**config.mk**
```make
export PLATFORM = sky130hd
export DESIGN_NAME = inst_fetch_mod_flat
export DESIGN_NICKNAME = d
export VERILOG_FILES = /design/src/rtl/inst_fetch_mod_if.sv /design/src/rtl/inst_fetch_mod.sv /design/src/flat_wrapper.sv
export SDC_FILE = /design/constraint.sdc
export NUM_CORES = 1
export LEC_CHECK = 0
export ABC_CLOCK_PERIOD_IN_PS = 1500
export BUFFER_PORTS_ARGS = -buffer_cell sky130_fd_sc_hd__buf_2
export CAP_MARGIN = 0
export CORE_UTILIZATION = 45
export CTS_BUF_LIST = sky130_fd_sc_hd__clkbuf_8
export DETAILED_ROUTE_END_ITERATION = 10
export GPL_ROUTABILITY_DRIVEN = 0
export HOLD_SLACK_MARGIN = 0.08
export PLACE_DENSITY = 0.79
export SLEW_MARGIN = 20
export SYNTH_ARGS = -nofsm -noshare
export SYNTH_HDL_FRONTEND = slang
export SYNTH_SLANG_ARGS = --single-unit
```
**constraint.sdc**
```tcl
create_clock -name clock -period 1.5 [get_ports clock]
set_input_delay 0 -clock clock [delete_from_list [all_inputs] [get_ports clock]]
set_output_delay 0 -clock clock [all_outputs]
set_load 0.005 [all_outputs]
```
**src/rtl/inst_fetch_mod_if.sv**
```systemverilog
// Fetch-stage bundle: control-unit request/response plus the memory read bus.
// The master modport is the fetch unit; the slave modport is its environment.
interface inst_fetch_if;
   logic        inst_req;
   logic        imm_req;
   logic        pc_load;
   logic [15:0] pc_load_value;
   logic [7:0]  mem_rdata;
   logic        mem_ack;
   logic [15:0] mem_addr;
   logic        mem_rd;
   logic [8:0]  inst_opcode;
   logic        inst_valid;
   logic [7:0]  imm_data;
   logic        imm_valid;
   logic [15:0] pc;

   modport master (
      input  inst_req, imm_req, pc_load, pc_load_value, mem_rdata, mem_ack,
      output mem_addr, mem_rd, inst_opcode, inst_valid, imm_data, imm_valid, pc
   );

   modport slave (
      output inst_req, imm_req, pc_load, pc_load_value, mem_rdata, mem_ack,
      input  mem_addr, mem_rd, inst_opcode, inst_valid, imm_data, imm_valid, pc
   );
endinterface

```
**src/rtl/inst_fetch_mod.sv**
```systemverilog
// Instruction fetch stage: owns the PC, fetches opcode/immediate bytes over the bus.
// Define CB_PREFIX_EN to make a CB prefix byte fetch a second opcode byte.
module inst_fetch_mod #(
   parameter logic [15:0] RESET_PC  = 16'h0000,
   parameter logic [7:0]  CB_OPCODE = 8'hCB
) (
   input  logic         clock,
   input  logic         reset,
   inst_fetch_if.master bus
);

`ifdef CB_PREFIX_EN
   typedef enum logic [1:0] {IDLE, FETCH_OP, FETCH_CB, FETCH_IMM} state_t;
`else
   typedef enum logic [1:0] {IDLE, FETCH_OP, FETCH_IMM} state_t;
`endif

   state_t      state_q;
   logic [15:0] pc_q;
   logic        mem_rd_q;
   logic [8:0]  inst_opcode_q;
   logic        inst_valid_q;
   logic [7:0]  imm_data_q;
   logic        imm_valid_q;
   logic [15:0] pc_inc;

   assign pc_inc = pc_q + 16'd1;

   always_ff @(posedge clock) begin
      if (!reset) begin
         state_q       <= IDLE;
         pc_q          <= RESET_PC;
         mem_rd_q      <= 1'b0;
         inst_opcode_q <= 9'h000;
         inst_valid_q  <= 1'b0;
         imm_data_q    <= 8'h00;
         imm_valid_q   <= 1'b0;
      end else if (bus.pc_load) begin
         // Jump aborts any fetch in flight; a same-cycle ack or request is dropped.
         state_q      <= IDLE;
         pc_q         <= bus.pc_load_value;
         mem_rd_q     <= 1'b0;
         inst_valid_q <= 1'b0;
         imm_valid_q  <= 1'b0;
      end else begin
         case (state_q)
            IDLE: begin
               if (bus.inst_req) begin
                  state_q      <= FETCH_OP;
                  mem_rd_q     <= 1'b1;
                  inst_valid_q <= 1'b0;
               end else if (bus.imm_req) begin
                  state_q     <= FETCH_IMM;
                  mem_rd_q    <= 1'b1;
                  imm_valid_q <= 1'b0;
               end
            end
            FETCH_OP: begin
               if (bus.mem_ack) begin
                  pc_q <= pc_inc;
`ifdef CB_PREFIX_EN
                  if (bus.mem_rdata == CB_OPCODE) begin
                     state_q <= FETCH_CB;
                  end else begin
                     state_q       <= IDLE;
                     mem_rd_q      <= 1'b0;
                     inst_opcode_q <= {1'b0, bus.mem_rdata};
                     inst_valid_q  <= 1'b1;
                  end
`else
                  state_q       <= IDLE;
                  mem_rd_q      <= 1'b0;
                  inst_opcode_q <= {1'b0, bus.mem_rdata};
                  inst_valid_q  <= 1'b1;
`endif
               end
            end
`ifdef CB_PREFIX_EN
            FETCH_CB: begin
               if (bus.mem_ack) begin
                  pc_q          <= pc_inc;
                  state_q       <= IDLE;
                  mem_rd_q      <= 1'b0;
                  inst_opcode_q <= {1'b1, bus.mem_rdata};
                  inst_valid_q  <= 1'b1;
               end
            end
`endif
            FETCH_IMM: begin
               if (bus.mem_ack) begin
                  pc_q        <= pc_inc;
                  state_q     <= IDLE;
                  mem_rd_q    <= 1'b0;
                  imm_data_q  <= bus.mem_rdata;
                  imm_valid_q <= 1'b1;
               end
            end
            default: begin
               state_q  <= IDLE;
               mem_rd_q <= 1'b0;
            end
         endcase
      end
   end

   assign bus.mem_addr    = pc_q;
   assign bus.pc          = pc_q;
   assign bus.mem_rd      = mem_rd_q;
   assign bus.inst_opcode = inst_opcode_q;
   assign bus.inst_valid  = inst_valid_q;
   assign bus.imm_data    = imm_data_q;
   assign bus.imm_valid   = imm_valid_q;

endmodule

```
**src/flat_wrapper.sv**
```systemverilog
// flat-port wrapper written by rule: the top's interface ports become plain ports
module inst_fetch_mod_flat 
#(
   parameter logic [15:0] RESET_PC  = 16'h0000,
   parameter logic [7:0]  CB_OPCODE = 8'hCB
)
  (clock, reset, bus_inst_req, bus_imm_req, bus_pc_load, bus_pc_load_value, bus_mem_rdata, bus_mem_ack, bus_mem_addr, bus_mem_rd, bus_inst_opcode, bus_inst_valid, bus_imm_data, bus_imm_valid, bus_pc);
  inst_fetch_if bus_i ();
  input  logic clock;
  input  logic reset;
  input wire logic [$bits(bus_i.inst_req)-1:0] bus_inst_req;
  input wire logic [$bits(bus_i.imm_req)-1:0] bus_imm_req;
  input wire logic [$bits(bus_i.pc_load)-1:0] bus_pc_load;
  input wire logic [$bits(bus_i.pc_load_value)-1:0] bus_pc_load_value;
  input wire logic [$bits(bus_i.mem_rdata)-1:0] bus_mem_rdata;
  input wire logic [$bits(bus_i.mem_ack)-1:0] bus_mem_ack;
  output wire logic [$bits(bus_i.mem_addr)-1:0] bus_mem_addr;
  output wire logic [$bits(bus_i.mem_rd)-1:0] bus_mem_rd;
  output wire logic [$bits(bus_i.inst_opcode)-1:0] bus_inst_opcode;
  output wire logic [$bits(bus_i.inst_valid)-1:0] bus_inst_valid;
  output wire logic [$bits(bus_i.imm_data)-1:0] bus_imm_data;
  output wire logic [$bits(bus_i.imm_valid)-1:0] bus_imm_valid;
  output wire logic [$bits(bus_i.pc)-1:0] bus_pc;
  assign bus_i.inst_req = bus_inst_req;
  assign bus_i.imm_req = bus_imm_req;
  assign bus_i.pc_load = bus_pc_load;
  assign bus_i.pc_load_value = bus_pc_load_value;
  assign bus_i.mem_rdata = bus_mem_rdata;
  assign bus_i.mem_ack = bus_mem_ack;
  assign bus_mem_addr = bus_i.mem_addr;
  assign bus_mem_rd = bus_i.mem_rd;
  assign bus_inst_opcode = bus_i.inst_opcode;
  assign bus_inst_valid = bus_i.inst_valid;
  assign bus_imm_data = bus_i.imm_data;
  assign bus_imm_valid = bus_i.imm_valid;
  assign bus_pc = bus_i.pc;
  inst_fetch_mod #(.RESET_PC(RESET_PC), .CB_OPCODE(CB_OPCODE)) u_core (.clock(clock), .reset(reset), .bus(bus_i));
endmodule
```
==> results of run 1 <==
[worst paths after layout]
check	cells after the start	end	slack, ns
hold / removal	3	u_core.bus.inst_valid$_SDFFE_PP0P_	0.10
hold reg to reg	2	u_core.bus.imm_data[3]$_SDFFE_PN0P_	0.46
setup reg to reg	6	u_core.bus.mem_addr[5]$_SDFFE_PN0P_	0.005
setup / recovery	6	u_core.bus.mem_addr[5]$_SDFFE_PN0P_	0.005
[per-stage QoR]
step	cell area (sq um)	total power, mW	setup WS [ns]	hold WS (ns)
2_1_floorplan	1990	1.29	0.00304	0.138
3_3_place_gp	2420	1.42	0.0397	0.228
3_5_place_dp	2420	1.43	-0.0164	0.226
4_1_cts	2810	2.39	0.00405	0.0934
5_1_grt	2870	2.50	-0.0594	0.115
6_report	2870	2.41	0.00469	0.100
[cells in the mapped netlist, drive strengths merged (2+ instances only)]
library cell,instances
dfxtp,37
inv,5
nand3,20
nor2b,2
a21oi,14
o2bb2ai,3
nor3,6
nand4,6
nor4,6
mux2i,4
o211a,2
and2,2
ha,4
clkbuf,11
a21boi,16
o21ai,13
nand2,38
xnor2,10
nor2,6
buf,19
nand2b,3
xor2,3
[tightest hold or removal path: stages]
cell	delay (ns)
buf_2	0.13
mux2i_1	0.14
a211oi_1	0.08
[routing by layer]
metal | GRT usage, % | up-vias | share of wire, %
met5 | 0 | - | 0
li1 | - | 1016 | -
met4 | 12.5 | 0 | 3.6
met3 | 5.17 | 23 | 5.9
met2 | 39.6 | 95 | 48
met1 | 29.7 | 939 | 43
[flip-flops by register name (all words and copies together), names as in the netlist]
name                    cells
u_core.state_q              2
u_core.bus.imm_valid        1
u_core.bus.inst_opcode      8
u_core.bus.mem_rd           1
u_core.bus.mem_addr        16
u_core.bus.imm_data         8
u_core.bus.inst_valid       1
[logic make-up (layout without fill, tap and decap cells)]
kind of cell | Yosys count | after routing | share of synthesized area (%)
buffers and inverters | 35 | 140 | 10.1
adders and majority gates | 4 | 4 | 2.55
muxes | 4 | 4 | 2.04
other | 1 | 1 | 0.191
and+or+nand+nor | 94 | 94 | 24.8
AOI/OAI and AO/OA | 51 | 51 | 16.7
xor gates and xnor gates | 13 | 13 | 5.81
DFF | 37 | 37 | 37.8
[final cells by class]
type,instances,area share [%]
clock inverter,2,1.31
multi-input combinational,167,38.5
clock buffer,6,2.88
tap,50,2.18
inverter,5,0.654
timing repair buffer,127,28.6
sequential,37,25.9
[repair_timing]
action | 4_1_cts | 5_1_grt
setup endpoints to repair | 4 | 11
resized for setup | 3 | 13
hold buffers | 25 | 0
pin swaps | 2 | 6
hold endpoints to repair | 33 | 0
buffers inserted | 1 | 1
[report_power, final]
group,internal (mW),total [mW],switching (mW)
registers,1.02,1.06,0.0397
clock network,0.541,0.920,0.379
logic,0.223,0.425,0.202
==> results.md, run 1 <==
* Status: finished, final reports clean
* CP delay by family, top: flip-flops
* Fin nets at 377
* Final ANT Viol Nets at 0
* First-iteration detailed-routing DRC count at 181
* Synthesis Warnings at 0
* Setup violators final at 0
* Post-Syn Area at 0.00196 sq mm
* Drt via density at 5.26
* Overflow after GRT at 0
* Count of different cell masters after synthesis at 36
* Initial antenna violation count at 0
* CTS tree: done
* Min-delay src: bus_inst_req
* CTS Root Cell: clkbuf_8
* Synthesized flop and latch total at 37
* Longest Clk Path Bufs at 2
* Rows at 23
* Synth top area cells: dfxtp_1 38%, nand2_1 7.3%, buf_4 6.5%
* Die Wd at just under 70 um
* Crit path launch type: flop
* Max VDD drop at 0.516 mV
* WL/cell at 14.3 um
* Post-layout util at 70.2%
* FF/Latch Area at between 700 and 800 sq um
* Ys flop type: dfxtp_1
* Cell taking the most area after synthesis: dfxtp_1
* Largest net degree at the start of global routing at 37
* RSZ-0062 raised after global routing: yes
* Critical Path Start: u_core.state_q[1]$_SDFFE_PP0P_
* Slowest library cell on the worst path: dfxtp_2
* FMAX at 669 MHz
* Dpl cells at between 300 and 400
* Register area share after synthesis at 37.8%
* Final Cycle Share at 99.7%
* Setup_tns at 0 ns
* Vias in the first global route at 1836
* Filler cells at 330
* Worst-path fanout max at 6
* Die area at 0.00462 sq mm
* Critical Path RT at 1.69 ns
* Global-route wire length before repair at 8240 um
* I/O pin count at between 80 and 90
* Crit-path cells: inv_2 > ha_4 > and4_4 > nand4_1 > xnor2_1 > o211a_1
* Synth top area share at 37.8%
* Diode count at 0
* Buf/Inv on CP at 1
* Layout cells sized above 1 at about two fifths
* Clock latency on the worst-skew pair at approximately 0.3 ns
* Layout Cells excl Fill at about 390
* Most frequent cells in the layout: 80 x buf_2, 36 x nand2_1, 35 x dfxtp_1
* Footprint of the multi-input gates at between 0.001 and 0.0015 sq mm
* Hold Path Class: in2reg
* Die Span Y at a little under 70 um
* Async SR Flop Fraction at 0%
* Commonest non-fill, non-tap cell in the layout: buf_2
* Slowest stage delay, CP at 0.34 ns
* Worst reg2reg startpoint: u_core.state_q[1]$_SDFFE_PP0P_
* Final Hold Fails at 0
* Port bufs at 80
* Synthesized Nets at 273
* First-pass DRT Iterations at 4
* Area Growth Syn to Fin at 46.3%
* Arr. time, crit path at about 1.7 ns
* Mapped Cells at 239
* Worst clock skew at 0.0127 ns
* Clock-pin slew on the worst setup and hold paths at 0.08 ns
* Total track usage at between 20% and 30%
* Worst slew margin at 61.0%
* Initial Utilization at a little under half
* Post-synth EDFFs at 0
* Final Max Tran Viols at 0
* Min Clock Period, post-route at 1.50 ns
* Num Clock Sinks at 37
* Max-cap viol count at 0
* Pwr/cell area at 838 mW/mm^2
* Core area at 0.00409 sq mm
* HPWL Detailed at around 3500 um
* Worst Setup End Kind: flop
* TritonCTS Buffers at 5
* Syn_area_per_cell at 8.20 sq um
* Vias at 2073
* Drt drc at 0
* Final wirelength at 5630 um
* H-tree depth at 2
* Critical path class: reg2reg
* Lkg Pwr at approximately 1.3 nW
* Worst-Margin Slew at 0.584 ns
Power figures use the tool's default switching activity.
==> run 2: changes to the inputs <==
Settings changed: CORE_UTILIZATION 45 to 40, PLACE_DENSITY 0.79 to 0.71, RECOVER_POWER set to 100.
==> results.md, run 2 (synthesis gave the netlist of run 1 again) <==
* Diode count at 0 (unchanged)
* Min Clock Period, post-route at 1.46 ns (-0.0349 ns)
* Top Metal Used: met4
* Final Max Tran Viols at 0 (unchanged)
* Worst clock skew at 0.00496 ns (-0.00770 ns)
* Initial Utilization at 41.5% (-6.5 points)
* Clock latency on the worst-skew pair at 0.29 ns (about the same)
* Global-route wire length before repair at 8420 um (+2.3%)
* First-iteration detailed-routing DRC count at 136 (-25%)
* Max-cap viol count at 0 (unchanged)
* Fin nets at 376 (-0.27%)
* Critical path class: reg2reg
* Clock-pin slew on the worst setup and hold paths at 0.08 ns (about the same)
* WL/cell at 12.8 um (-10%)
* Worst Setup End Kind: flop
* Die Wd at 72.0 um (+5.9%)
* Fraction of power consumed by combinational cells at 15.8% (-1.9 points)
* Max reg flops at 16 (unchanged)
* RSZ-0062 raised after global routing: yes
* HPWL Detailed at 3530 um (-0.10%)
* Seq pwr share at 42.7% (-1.4 points)
* Final Cycle Share at 97.4% (-2.3 points)
* Port bufs at 80 (unchanged)
* H-tree depth at 2 (unchanged)
* Psw at 0.606 mW (-2.5%)
* Layout cells sized above 1 at 30.9% (-7.2 points)
* Hold Path Class: in2reg
* I/O pin count at 82 (unchanged)
* Overflow after GRT at 0 (unchanged)
* Final wirelength at 5270 um (-6.4%)
* Final Hold Fails at 0 (unchanged)
* Final ANT Viol Nets at 0 (unchanged)
* Drt drc at 0 (unchanged)
* Setup_tns at 0 ns (unchanged)
* Met1 WL at 2400 um (about the same)
* Rows at 25 (+8.7%)
* Vias in the first global route at 1865 (+1.6%)
* Num Clock Sinks at 37 (unchanged)
* Footprint of the multi-input gates at 0.00109 sq mm (-1.6%)
* Arr. time, crit path at 1.64 ns (-0.04 ns)
* Worst-path fanout max at 7 (+1)
* DR WL met2 at 2560 um (-5.1%)
* First-pass DRT Iterations at 5 (+1)
* Met3 routed WL at 253 um (-24%)
* Dpl cells at 376 (+4.7%)
* Initial antenna violation count at 0 (unchanged)
* Total track usage at 20.5% (-3.8 points)
* Critical Path RT at 1.68 ns (about the same)
* Crit path launch type: flop
* Longest Clk Path Bufs at 2 (unchanged)
* Pwr/cell area at 879 mW/mm^2 (+4.9%)
* Lkg Pwr at 1.19 nW (-6.7%)
* Drt via density at 4.95 (-5.9%)
* P_int at 1.89 mW (+5.7%)
* Filler cells at 413 (+25%)
* Max VDD drop at 0.438 mV (-15%)
* Largest net degree at the start of global routing at 37 (unchanged)
* Die area at 0.00519 sq mm (+12%)
* Die Span Y at 72.0 um (+5.9%)
* FMAX at 685 MHz (+2.4%)
* Worst-Margin Slew at 0.562 ns (-0.0219 ns)
* Most frequent cells in the layout: 63 x buf_2, 37 x nand2_1, 35 x dfxtp_1
* Commonest non-fill, non-tap cell in the layout: buf_2
* Vias at 2029 (-2.1%)
* CTS tree: done
* Worst slew margin at 62.5% (+1.5 points)
* Area Growth Syn to Fin at 44.5%
* Clock Power Share at 41.5% (+3.3 points)
* FF/Latch Area at 743 sq um (unchanged)
* Core area at 0.00472 sq mm (+16%)
* Total power at 2.49 mW (+3.6%)
* Layout Cells excl Fill at 410 (+4.1%)
* TritonCTS Buffers at 5 (unchanged)
* Setup violators final at 0 (unchanged)
* CTS Root Cell: clkbuf_8
* Switching part of the total at 24.3% (-1.5 points)
* Status: finished, final reports clean
* Final hold slack at 0.109 ns (+0.00870 ns)
run 2: cell types whose count changed in the layout (fill, tap and decap cells not counted), sizes merged:
| cell | previous run | this run |
|---|---|---|
| clkinv | 0 | 1 |
| clkinvlp | 1 | 0 |
| bufinv | 1 | 2 |
| buf | 102 | 78 |
| clkbuf | 6 | 28 |
run 2: worst paths after layout:
path / startpoint / to / slack [ns] / cells after the start
worst max-delay path: u_core.state_q[1]$_SDFFE_PP0P_ / u_core.bus.mem_addr[15]$_SDFFE_PN0P_ / 0.04 / 7
worst min-delay path: bus_mem_ack / u_core.bus.imm_valid$_SDFFE_PP0P_ / 0.11 / 3
worst max register to register: u_core.state_q[1]$_SDFFE_PP0P_ / u_core.bus.mem_addr[15]$_SDFFE_PN0P_ / 0.04 / 7
worst min register to register: u_core.bus.inst_opcode[6]$_SDFFE_PN0P_ / u_core.bus.inst_opcode[6]$_SDFFE_PN0P_ / 0.46 / 2
run 2: power by group through the flow:
| stage | Combinational (mW) | Clock [mW] | Sequential, mW |
|---|---|---|---|
| floorplan | 0.200 | 0 | 1.09 |
| global placement | 0.346 | 0 | 1.08 |
| detailed placement | 0.350 | 0 | 1.08 |
| CTS | 0.403 | 1.04 | 1.06 |
| global route | 0.437 | 1.08 | 1.07 |
| finish | 0.394 | 1.03 | 1.06 |
run 2: metal layers:
layer,global-route usage [%],up-vias
li1,-,1016
met1,24.9,936
met2,36.8,71
met3,4.17,6
met4,5.45,0
met5,0,-
run 2: final cells by class:
class,count,share of cell area (%)
sequential,37,26.2
clock inverter,3,2.30
clock buffer,5,2.43
inverter,5,0.663
timing repair buffer,126,27.0
tap,67,2.96
multi-input combinational,167,38.4
run 2: repair_timing:
action,in CTS,in global routing
buffers inserted,1,0
hold buffers,25,0
resized for setup,2,10
pin swaps,5,4
endpoints found under the hold margin,33,0
setup endpoints to repair,3,9
run 2: worst max-delay path, stage by stage, from the launching register on:
cell and delay (ns):
dfxtp_2 0.34, inv_2 0.05, ha_4 0.30, and4_4 0.23, buf_4 0.11, nand4_1 0.08
mux2i_1 0.17, nor3_1 0.07
run 2: per-stage QoR:
stage | cell area [sq um] | worst slack, ns | util, %
5_1_grt | 2830 | -0.0138 | 60.0
3_3_place_gp | 2440 | 0.0289 | 51.7
4_1_cts | 2840 | 0.00321 | 60.2
3_5_place_dp | 2440 | -0.0210 | 51.7
2_1_floorplan | 1990 | 0.00304 | -
6_report | 2830 | 0.0396 | 60.0
